==> src/rtl/tmds_pkg.sv <==
// ----------------------------------------------------------------------------
// tmds_pkg
// Shared definitions for the TMDS encoder array:
//   - period mode encoding (tmds_mode_e)
//   - 10-bit guard-band code words
//   - control-period (2b->10b) and TERC4 (4b->10b) lookup functions
// ----------------------------------------------------------------------------
package tmds_pkg;

   typedef enum logic [2:0] {
      CONTROL      = 3'd0,
      VIDEO        = 3'd1,
      VIDEO_GUARD  = 3'd2,
      ISLAND       = 3'd3,
      ISLAND_GUARD = 3'd4
   } tmds_mode_e;

   // Guard-band code words
   localparam logic [9:0] GUARD_VIDEO_CH02 = 10'b1011001100;
   localparam logic [9:0] GUARD_CH12       = 10'b0100110011;

   // Control code 00, also the reset value of every lane
   localparam logic [9:0] CTRL_CODE_00     = 10'b1101010100;

   function automatic logic [9:0] ctrl_code(input logic [1:0] c);
      logic [9:0] code;
      case (c)
         2'b00:   code = 10'b1101010100;
         2'b01:   code = 10'b0010101011;
         2'b10:   code = 10'b0101010100;
         default: code = 10'b1010101011;
      endcase
      return code;
   endfunction

   function automatic logic [9:0] terc4(input logic [3:0] d);
      logic [9:0] code;
      case (d)
         4'h0:    code = 10'b1010011100;
         4'h1:    code = 10'b1001100011;
         4'h2:    code = 10'b1011100100;
         4'h3:    code = 10'b1011100010;
         4'h4:    code = 10'b0101110001;
         4'h5:    code = 10'b0100011110;
         4'h6:    code = 10'b0110001110;
         4'h7:    code = 10'b0100111100;
         4'h8:    code = 10'b1011001100;
         4'h9:    code = 10'b0100111001;
         4'hA:    code = 10'b0110011100;
         4'hB:    code = 10'b1011000110;
         4'hC:    code = 10'b1010001110;
         4'hD:    code = 10'b1001110001;
         4'hE:    code = 10'b0101100011;
         default: code = 10'b1011000011;
      endcase
      return code;
   endfunction

endpackage

==> src/rtl/tmds_encoder_array_lane.sv <==
// ----------------------------------------------------------------------------
// tmds_lane_encoder
// One TMDS lane: stage 1 computes the 9-bit transition-minimised word and
// the non-video code word; stage 2 applies DC balance (video) or forwards
// the code word, and holds the lane's running disparity.
// Optional: TMDS_DISPARITY_MON_EN exposes the registered disparity.
//
// Ports:
//   i_clk     pixel clock
//   i_rst_n   synchronous active-low reset
//   i_ce      clock enable (low = hold all state)
//   i_mode    period mode (tmds_pkg encoding)
//   i_video   8-bit video byte
//   i_island  4-bit data-island nibble
//   i_ctrl    2-bit control bits
//   o_tmds    10-bit encoded symbol
//   o_cnt     registered disparity (only with TMDS_DISPARITY_MON_EN)
// ----------------------------------------------------------------------------
module tmds_lane_encoder
   import tmds_pkg::*;
#(
   parameter int unsigned CHANNEL = 0
) (
   input  logic       i_clk,
   input  logic       i_rst_n,
   input  logic       i_ce,
   input  logic [2:0] i_mode,
   input  logic [7:0] i_video,
   input  logic [3:0] i_island,
   input  logic [1:0] i_ctrl,
   output logic [9:0] o_tmds
`ifdef TMDS_DISPARITY_MON_EN
   ,
   output logic [4:0] o_cnt
`endif
);

   // ---------------- stage 1 combinational ----------------
   logic [3:0] w_n1d;
   logic       w_use_xnor;
   logic [8:0] w_qm;
   logic [3:0] w_n1qm;
   logic [9:0] w_code;

   always_comb begin
      w_n1d = '0;
      for (int unsigned i = 1; i < 8; i++) begin
         w_n1d = w_n1d + {3'b000, i_video[i]};
      end
      w_use_xnor = (w_n1d > 4'd3);

      w_qm    = '0;
      w_qm[0] = i_video[0];
      for (int unsigned i = 1; i < 8; i++) begin
         w_qm[i] = w_use_xnor ? ~(w_qm[i-1] ^ i_video[i]) : (w_qm[i-1] ^ i_video[i]);
      end
      w_qm[8] = ~w_use_xnor;

      w_n1qm = '0;
      for (int unsigned i = 0; i < 8; i++) begin
         w_n1qm = w_n1qm + {3'b000, w_qm[i]};
      end
   end

   always_comb begin
      w_code = '0;
      case (i_mode)
         CONTROL: w_code = ctrl_code(i_ctrl);
         ISLAND:  w_code = terc4(i_island);
         VIDEO_GUARD: begin
            if (CHANNEL == 0 || CHANNEL == 2) w_code = GUARD_VIDEO_CH02;
            else if (CHANNEL == 1)            w_code = GUARD_CH12;
            else                              w_code = '0;
         end
         ISLAND_GUARD: begin
            if (CHANNEL == 0)                      w_code = terc4({2'b11, i_ctrl});
            else if (CHANNEL == 1 || CHANNEL == 2) w_code = GUARD_CH12;
            else                                   w_code = '0;
         end
         default: w_code = '0;
      endcase
   end

   // ---------------- stage 1 registers ----------------
   logic [2:0] r_mode;
   logic [8:0] r_qm;
   logic [3:0] r_n1qm;
   logic [9:0] r_code;

   // ---------------- stage 2 combinational ----------------
   logic signed [4:0] r_cnt;
   logic [9:0]        r_tmds;
   logic signed [4:0] w_n1s;
   logic signed [4:0] w_diff;     // N1 - N0
   logic signed [4:0] w_q8x2;     // 2*q_m[8]
   logic signed [4:0] w_nq8x2;    // 2*~q_m[8]
   logic [9:0]        w_vid;
   logic signed [4:0] w_cnt_nxt;

   always_comb begin
      w_n1s   = {1'b0, r_n1qm};
      w_diff  = w_n1s - (5'sd8 - w_n1s);
      w_q8x2  = {3'b000, r_qm[8], 1'b0};
      w_nq8x2 = {3'b000, ~r_qm[8], 1'b0};
      w_vid     = '0;
      w_cnt_nxt = r_cnt;
      if (r_cnt == 5'sd0 || r_n1qm == 4'd4) begin
         w_vid     = {~r_qm[8], r_qm[8], r_qm[8] ? r_qm[7:0] : ~r_qm[7:0]};
         w_cnt_nxt = r_qm[8] ? (r_cnt + w_diff) : (r_cnt - w_diff);
      end else if ((r_cnt > 5'sd0 && r_n1qm > 4'd4) ||
                   (r_cnt < 5'sd0 && r_n1qm < 4'd4)) begin
         w_vid     = {1'b1, r_qm[8], ~r_qm[7:0]};
         w_cnt_nxt = r_cnt + w_q8x2 - w_diff;
      end else begin
         w_vid     = {1'b0, r_qm[8], r_qm[7:0]};
         w_cnt_nxt = r_cnt + w_diff - w_nq8x2;
      end
   end

   // ---------------- pipeline registers ----------------
   // The stage-1 code register resets to control code 00 so that the first
   // enabled cycle after reset keeps emitting the reset symbol.
   always_ff @(posedge i_clk) begin
      if (!i_rst_n) begin
         r_mode <= CONTROL;
         r_qm   <= '0;
         r_n1qm <= '0;
         r_code <= CTRL_CODE_00;
         r_cnt  <= '0;
         r_tmds <= CTRL_CODE_00;
      end else if (i_ce) begin
         r_mode <= i_mode;
         r_qm   <= w_qm;
         r_n1qm <= w_n1qm;
         r_code <= w_code;
         if (r_mode == VIDEO) begin
            r_tmds <= w_vid;
            r_cnt  <= w_cnt_nxt;
         end else begin
            r_tmds <= r_code;
            r_cnt  <= '0;
         end
      end
   end

   assign o_tmds = r_tmds;
`ifdef TMDS_DISPARITY_MON_EN
   assign o_cnt  = r_cnt;
`endif

endmodule

==> src/rtl/tmds_encoder_array.sv <==
// ----------------------------------------------------------------------------
// tmds_encoder_array
// NUM_CHANNELS TMDS lane encoders sharing one period mode, with clock enable
// and a fixed two-stage pipeline (input sample to tmds = 2 enabled cycles).
// Optional: define TMDS_DISPARITY_MON_EN to add the disparity_mon output.
//
// Ports:
//   clk_pixel         pixel clock
//   reset_n           synchronous active-low reset (wins over ce)
//   ce                clock enable
//   mode              period mode, shared by all lanes
//   video_data        lane k at [8k+7:8k]
//   data_island_data  lane k at [4k+3:4k]
//   control_data      lane k at [2k+1:2k]
//   tmds              lane k at [10k+9:10k]
//   disparity_mon     lane k at [5k+4:5k] (only with TMDS_DISPARITY_MON_EN)
// ----------------------------------------------------------------------------
module tmds_encoder_array
   import tmds_pkg::*;
#(
   parameter int unsigned NUM_CHANNELS = 3
) (
   input  logic                      clk_pixel,
   input  logic                      reset_n,
   input  logic                      ce,
   input  logic [2:0]                mode,
   input  logic [8*NUM_CHANNELS-1:0] video_data,
   input  logic [4*NUM_CHANNELS-1:0] data_island_data,
   input  logic [2*NUM_CHANNELS-1:0] control_data,
   output logic [10*NUM_CHANNELS-1:0] tmds
`ifdef TMDS_DISPARITY_MON_EN
   ,
   output logic [5*NUM_CHANNELS-1:0] disparity_mon
`endif
);

   for (genvar k = 0; k < NUM_CHANNELS; k++) begin : g_lane
      tmds_lane_encoder #(
         .CHANNEL (k)
      ) u_lane (
         .i_clk    (clk_pixel),
         .i_rst_n  (reset_n),
         .i_ce     (ce),
         .i_mode   (mode),
         .i_video  (video_data[8*k +: 8]),
         .i_island (data_island_data[4*k +: 4]),
         .i_ctrl   (control_data[2*k +: 2]),
         .o_tmds   (tmds[10*k +: 10])
`ifdef TMDS_DISPARITY_MON_EN
         ,
         .o_cnt    (disparity_mon[5*k +: 5])
`endif
      );
   end

endmodule

==> config.mk <==
export PLATFORM = sky130hd
export DESIGN_NAME = tmds_encoder_array
export DESIGN_NICKNAME = d
export VERILOG_FILES = /design/src/rtl/tmds_pkg.sv /design/src/rtl/tmds_encoder_array_lane.sv /design/src/rtl/tmds_encoder_array.sv
export SDC_FILE = /design/constraint.sdc
export NUM_CORES = 1
export LEC_CHECK = 0
export BUFFER_PORTS_ARGS = -buffer_cell sky130_fd_sc_hd__buf_4
export CAP_MARGIN = 20
export CORE_MARGIN = 2
export CORE_UTILIZATION = 36
export DETAILED_ROUTE_END_ITERATION = 16
export GPL_ROUTABILITY_DRIVEN = 1
export PLACE_DENSITY_LB_ADDON = 0.05
export SLEW_MARGIN = 30
export SYNTH_ARGS = -nofsm -noshare
export SYNTH_HDL_FRONTEND = slang
export SYNTH_SLANG_ARGS = --single-unit
==> constraint.sdc <==
create_clock -name clk_pixel -period 6.7 [get_ports clk_pixel]
set_input_delay 1.005 -clock clk_pixel [delete_from_list [all_inputs] [get_ports clk_pixel]]
set_output_delay 1.005 -clock clk_pixel [all_outputs]
set_load 0.01 [all_outputs]
**Word level (Yosys, flattened, before mapping)**

Memory sizes are Yosys's and may differ from the RTL's.
Cells that the tools add are included.

- Flip-flop bits (word level): 117
- Bits in read-only memories: 480
- Bits of input ports: 48
- Logic and storage cells: 230
- Memories: 3

Memories:

| name | depth | width | read ports | clocked after Yosys merged registers in | wr ports | RTL line | source |
|---|---|---|---|---|---|---|---|
| (no name shown) | 16 | 10 | 1 | 0 | 0 | tmds_pkg.sv:38 | `case (d)` |
| (no name shown) | 16 | 10 | 1 | 0 | 0 | tmds_pkg.sv:38 |  |
| (no name shown) | 16 | 10 | 1 | 0 | 0 | tmds_pkg.sv:38 |  |

- $add $sub $neg: 60
- Order comparisons: 15
- Equal/unequal tests: 13
- Multiplexer cells: 52
- Bitwise gates (word level): 51
- Reductions and logical operators: 20

Operators by type and width:

| cell | number |
|---|---|
| one-hot mux 10 bit (3 select lines) | 5 |
| adder 4 x 1 -> 4 bit | 33 |
| two-way mux 10 bit | 9 |
| one-hot mux 10 bit (4 select lines) | 2 |
| two-way mux 5 bit | 12 |
| subtractor 5 bit | 9 |
| NOT 1 bit | 27 |
| two-way mux 8 bit | 3 |
| NOT 8 bit | 3 |
| two-way mux 1 bit | 21 |
| XOR 1 bit | 21 |
| adder 5 x 3 -> 5 bit | 3 |
| adder 5 bit | 3 |
| > comparator 5 x 1 -> 1 bit (second input constant) | 3 |
| logical NOT 5 bit | 3 |
| less-than comparator 5 x 1 -> 1 bit (second input constant) | 3 |
| subtractor 4 x 4 -> 5 bit (first input constant) | 3 |
| subtractor 5 x 3 -> 5 bit | 3 |
| adder 1 x 1 -> 2 bit | 6 |
| equality test 4 x 3 -> 1 bit (second input constant) | 3 |
| > comparator 4 x 2 -> 1 bit (second input constant) | 3 |
| > comparator 4 x 3 -> 1 bit (second input constant) | 3 |
| less-than comparator 4 x 3 -> 1 bit (second input constant) | 3 |
| equality test 2 x 1 -> 1 bit (second input constant) | 3 |
| other kinds (9) | 24 |

**Longest topological paths before layout**

- Word-level depth: 27
- Gate-level depth with buffers: 21
- Gate-level depth less buffers: 21

**Modules after synthesis**

Synthesis repeated with hierarchy kept, for this count alone.

- Cells, all modules: 1184
- Area total of the unflattened synthesis: 9734.3 um^2

By module, submodules not included:

| module | times used | cells each | area an instance (um^2) | seq. area each (um^2) |
|---|---|---|---|---|
| tmds_lane_encoder (g_lane[0].u_lane) | 1 | 405 | 3343.2 | 800.8 |
| tmds_lane_encoder (g_lane[2].u_lane) | 1 | 393 | 3223.1 | 800.8 |
| tmds_lane_encoder (g_lane[1].u_lane) | 1 | 386 | 3168.0 | 800.8 |

**Worst setup path after synthesis**

No wires, ideal clock.

- Path type: input -> register
- From: in video_data[1]
- To: reg g_lane[0].u_lane.r_n1qm[2]
- Data arrival time: 5.281 ns
- Required time: 6.614 ns
- Path slack: 1.333 ns
- Stages on the path: 19
- Path buffers: 0
- Path through: ha_1 > inv_1 > fa_1 > fa_1 > inv_1 > ha_1 > nor2b_1 > nand2_1 > nand2_1 > xnor2_1 > ha_1 > inv_1 > fa_1 > inv_1 > fa_1 > fa_1 > fa_1 > xnor2_1 > a211oi_1

- Word-level cells in the longest chain between the ends: 27

RTL lines:

| element | RTL line | source |
|---|---|---|
| from (decl) | tmds_encoder_array.sv:27 | `input logic [8*NUM_CHANNELS-1:0] video_data,` |
| adder 1 x 1 -> 2 bit | tmds_encoder_array_lane.sv:48 | `w_n1d = w_n1d + {3'b000, i_video[i]};` |
| adder 4 x 1 -> 4 bit (5 in a row) | tmds_encoder_array_lane.sv:48 |  |
| > comparator 4 x 2 -> 1 bit | tmds_encoder_array_lane.sv:50 | `w_use_xnor = (w_n1d > 4'd3);` |
| two-way mux 1 bit (*) | tmds_encoder_array_lane.sv:55 | `w_qm[i] = w_use_xnor ? ~(w_qm[i-1] ^ i_video[i]) : (w_qm[i-1] ^ i_video[i]);` |
| named net g_lane[0].u_lane.w_qm[1] | tmds_encoder_array_lane.sv:41 | `logic [8:0] w_qm;` |
| parallel branches: the longest is 18 deep, another holds adder 4 x 1 -> 4 bit | n/a |  |
| adder 4 x 1 -> 4 bit (*) | tmds_encoder_array_lane.sv:61 | `w_n1qm = w_n1qm + {3'b000, w_qm[i]};` |
| to (signal assigned) | tmds_encoder_array_lane.sv:134 | `r_n1qm <= w_n1qm;` |
| to (decl) | tmds_encoder_array_lane.sv:87 | `logic [3:0] r_n1qm;` |

Mark *: on every way through the listed nets, which the timed path passes.
A chain may end at the register's enable or synchronous reset.

**Final worst setup path**

Same ends and word-level chain as after synthesis.

==> metrics.txt <==
Slowest cell on crit path fa_1; Post-Synthesis Cells 1151; CTS resizes 0; initial DRC count 414; Rel. slew slack approximately two fifths; Fmax ~0.19 GHz; Area contributors post-synth dfxtp_1, ha_1, fa_1; largest net degree at the start of global routing 72; Seq/Total Area, Yosys 24.6%; synthesized area 0.00927 mm^2; Pleak between 4 and 5 nW; top_reg_cell synth dfxtp_1; antenna viol nets, final 0; Synth cell types 61; Buffers on Ports 77; hpwl dp roughly 18 mm; Clock Latency Late Sink 420 ps; DR pass1 iterations 6; Clock Sinks 114; area of the core ~0.025 mm^2; RSZ-0062 raised after global routing no; endpoints failing setup 0; Worst Setup End Kind flip-flop; max-cap viol count 0; Avg Vias per Cell 5.01; # hold bufs at CTS 0; critical path class in -> reg; first-pass GRT wire length between 40 and 50 mm; clk buf depth 2; # diodes 0; clock root buffer clkbuf_16; Pwr Density between 300 and 400 mW/mm^2; die height 164 um; YS warnings 0; status completed; GR Overflow Total 0; most common cell after layout, fill and taps aside dfxtp_1; share of post-route cells with drive strength above 1 between 10% and 20%; Worst EP arrival 5610 ps; Rows between 50 and 60; Hold Path Class reg -> reg; routability cong. between 0.8 and 0.9; most frequent cells in the layout dfxtp_1, o21ai_0, nor2_1, inv_1; Reg clk slew, reported paths 60 ps; Synth Net Count 1320; Worst Skew 14.0 ps; area growth from synthesis to layout 14.6%; slowest stage delay, CP 480 ps; TritonCTS Buffers 17; drt drc 0; Peak VDD IR 0.165 mV; Worst Max-Slew Pin Slew 899 ps; vias in the first global route 7693; number of synthesized register bits 114; Initial Util 36.7%; ys async rst share 0%; Top Ports 78; Syn Area/Cell 8.05 um^2; EDFF count, synth 0; Die X 164 um; final period utilization 78.9%; post-synth top area cell dfxtp_1; Worst path most repeated cell fa_1; final hold viol count 0; critical path data required time 7030 ps; startpoint types primary input; Routed WL 24.2 mm; Clock H-tree levels 4; setup bufs post-CTS 0; Final Core Density 42.0%; Final Max Slew Viols 0; Fin Setup TNS 0 ps; routed len/inst 15.7 um; initial antenna violation count 0; CTS tree done; crit-path max FO 4; vias 7692; gr usage total 18.8%; post-route minimum period about 5300 ps; critical path, cell by cell buf_4, ha_1, inv_1, fa_1, fa_1, inv_1, ha_1, nor2b_1, nand2_1, nand2_1, xnor2_1, ha_1, inv_1, fa_1, inv_1, fa_1, fa_1, fa_1, xnor2_1, a211oi_1; Synth top area share 24.6%; die area 0.0270 mm^2; nets@finish between 1000 and 1500
power breakdown:
| group | switching (mW) | internal (mW) | total (mW) |
|---|---|---|---|
| Clock | 0.369 | 0.484 | 0.853 |
| Combinational | 0.851 | 0.696 | 1.55 |
| Sequential | 0.0753 | 0.752 | 0.827 |
| Total | 1.30 | 1.93 | 3.23 |
stage by stage:
step	setup WS (ps)	power [mW]	hold WS, ps	std cells	cell area (um^2)
global placement	1030	2.40	436	1502	10100
CTS	1410	3.27	461	1534	10600
floorplan	1330	2.05	435	1151	9270
detailed placement	967	2.39	446	1502	10100
finish	1420	3.23	459	1534	10600
global route	1140	3.52	484	1534	10600
cells by family after synthesis:
| group | count (synthesis) | share of synthesized area [%] |
|---|---|---|
| simple gates | 324 | 16.1 |
| compound gates | 306 | 20.1 |
| buf+inv | 158 | 6.46 |
| fa+ha+maj | 121 | 18.8 |
| flops | 114 | 24.6 |
| xor+xnor | 103 | 11.3 |
| mux | 25 | 2.70 |
area by class of cell:
class / count / area, um^2
fill: 2621 / 14600
multi-input combinational: 879 / 6390
sequential: 114 / 2280
timing repair buffer: 83 / 623
clock buffer: 18 / 429
tap: 330 / 413
inverter: 96 / 360
clock inverter: 14 / 123
critical path: cells and delay by family:
kind                       cells  cell delay (ps)
and+or+nand+nor                3              360
adders and majority gates      9             3330
xor gates and xnor gates       2              350
AOI/OAI and AO/OA              1              210
buffers and inverters          5              360
per-layer routing:
metal  wire length, um  part of all wire, %  vias up  global-route usage [%]
li1                  -                    -     4020                       -
met1             12500                   52     3546                    27.3
met2             10800                   45      109                    29.6
met3               689                  2.9       17                    2.89
met4               205                 0.85        0                    4.03
met5                 0                    0        -                       0
worst paths after layout:
path,depth (start not counted),endpoint,startpoint,slack [ps]
min,2,g_lane[2].u_lane.o_tmds[0]$_SDFFE_PN0P_,g_lane[2].u_lane.o_tmds[0]$_SDFFE_PN0P_,460
min reg2reg,2,g_lane[2].u_lane.o_tmds[0]$_SDFFE_PN0P_,g_lane[2].u_lane.o_tmds[0]$_SDFFE_PN0P_,460
max reg2reg,10,g_lane[1].u_lane.r_cnt[4]$_SDFFE_PN0P_,g_lane[1].u_lane.r_qm[8]$_SDFFE_PN0P_,4010
max,20,g_lane[0].u_lane.r_n1qm[2]$_SDFFE_PN0P_,video_data[1],1420
registers in the layout, indices dropped and copies added (netlist names):
name	count
g_lane.u_lane.o_tmds	30
g_lane.u_lane.r_code	30
g_lane.u_lane.r_qm	27
g_lane.u_lane.r_cnt	12
g_lane.u_lane.r_mode	3
g_lane.u_lane.r_n1qm	12
cells in the mapped netlist (6+ instances only):
cell type,n
fa_1,30
a211oi_1,12
dfxtp_1,114
inv_1,94
o22ai_1,10
o211ai_1,17
nand2b_1,7
o221ai_1,7
o21ai_0,107
buf_1,6
nor3_1,34
nor2b_1,13
nor3b_1,9
nor2_1,107
clkbuf_1,52
mux2i_1,25
a21oi_1,92
ha_1,91
xor2_1,24
and2_1,20
a31oi_1,8
o32ai_1,6
or2_2,6
o2bb2ai_1,6
nand3_1,20
xnor2_1,67
nand2_1,92
No activity file was read; power rests on OpenSTA's default activity.
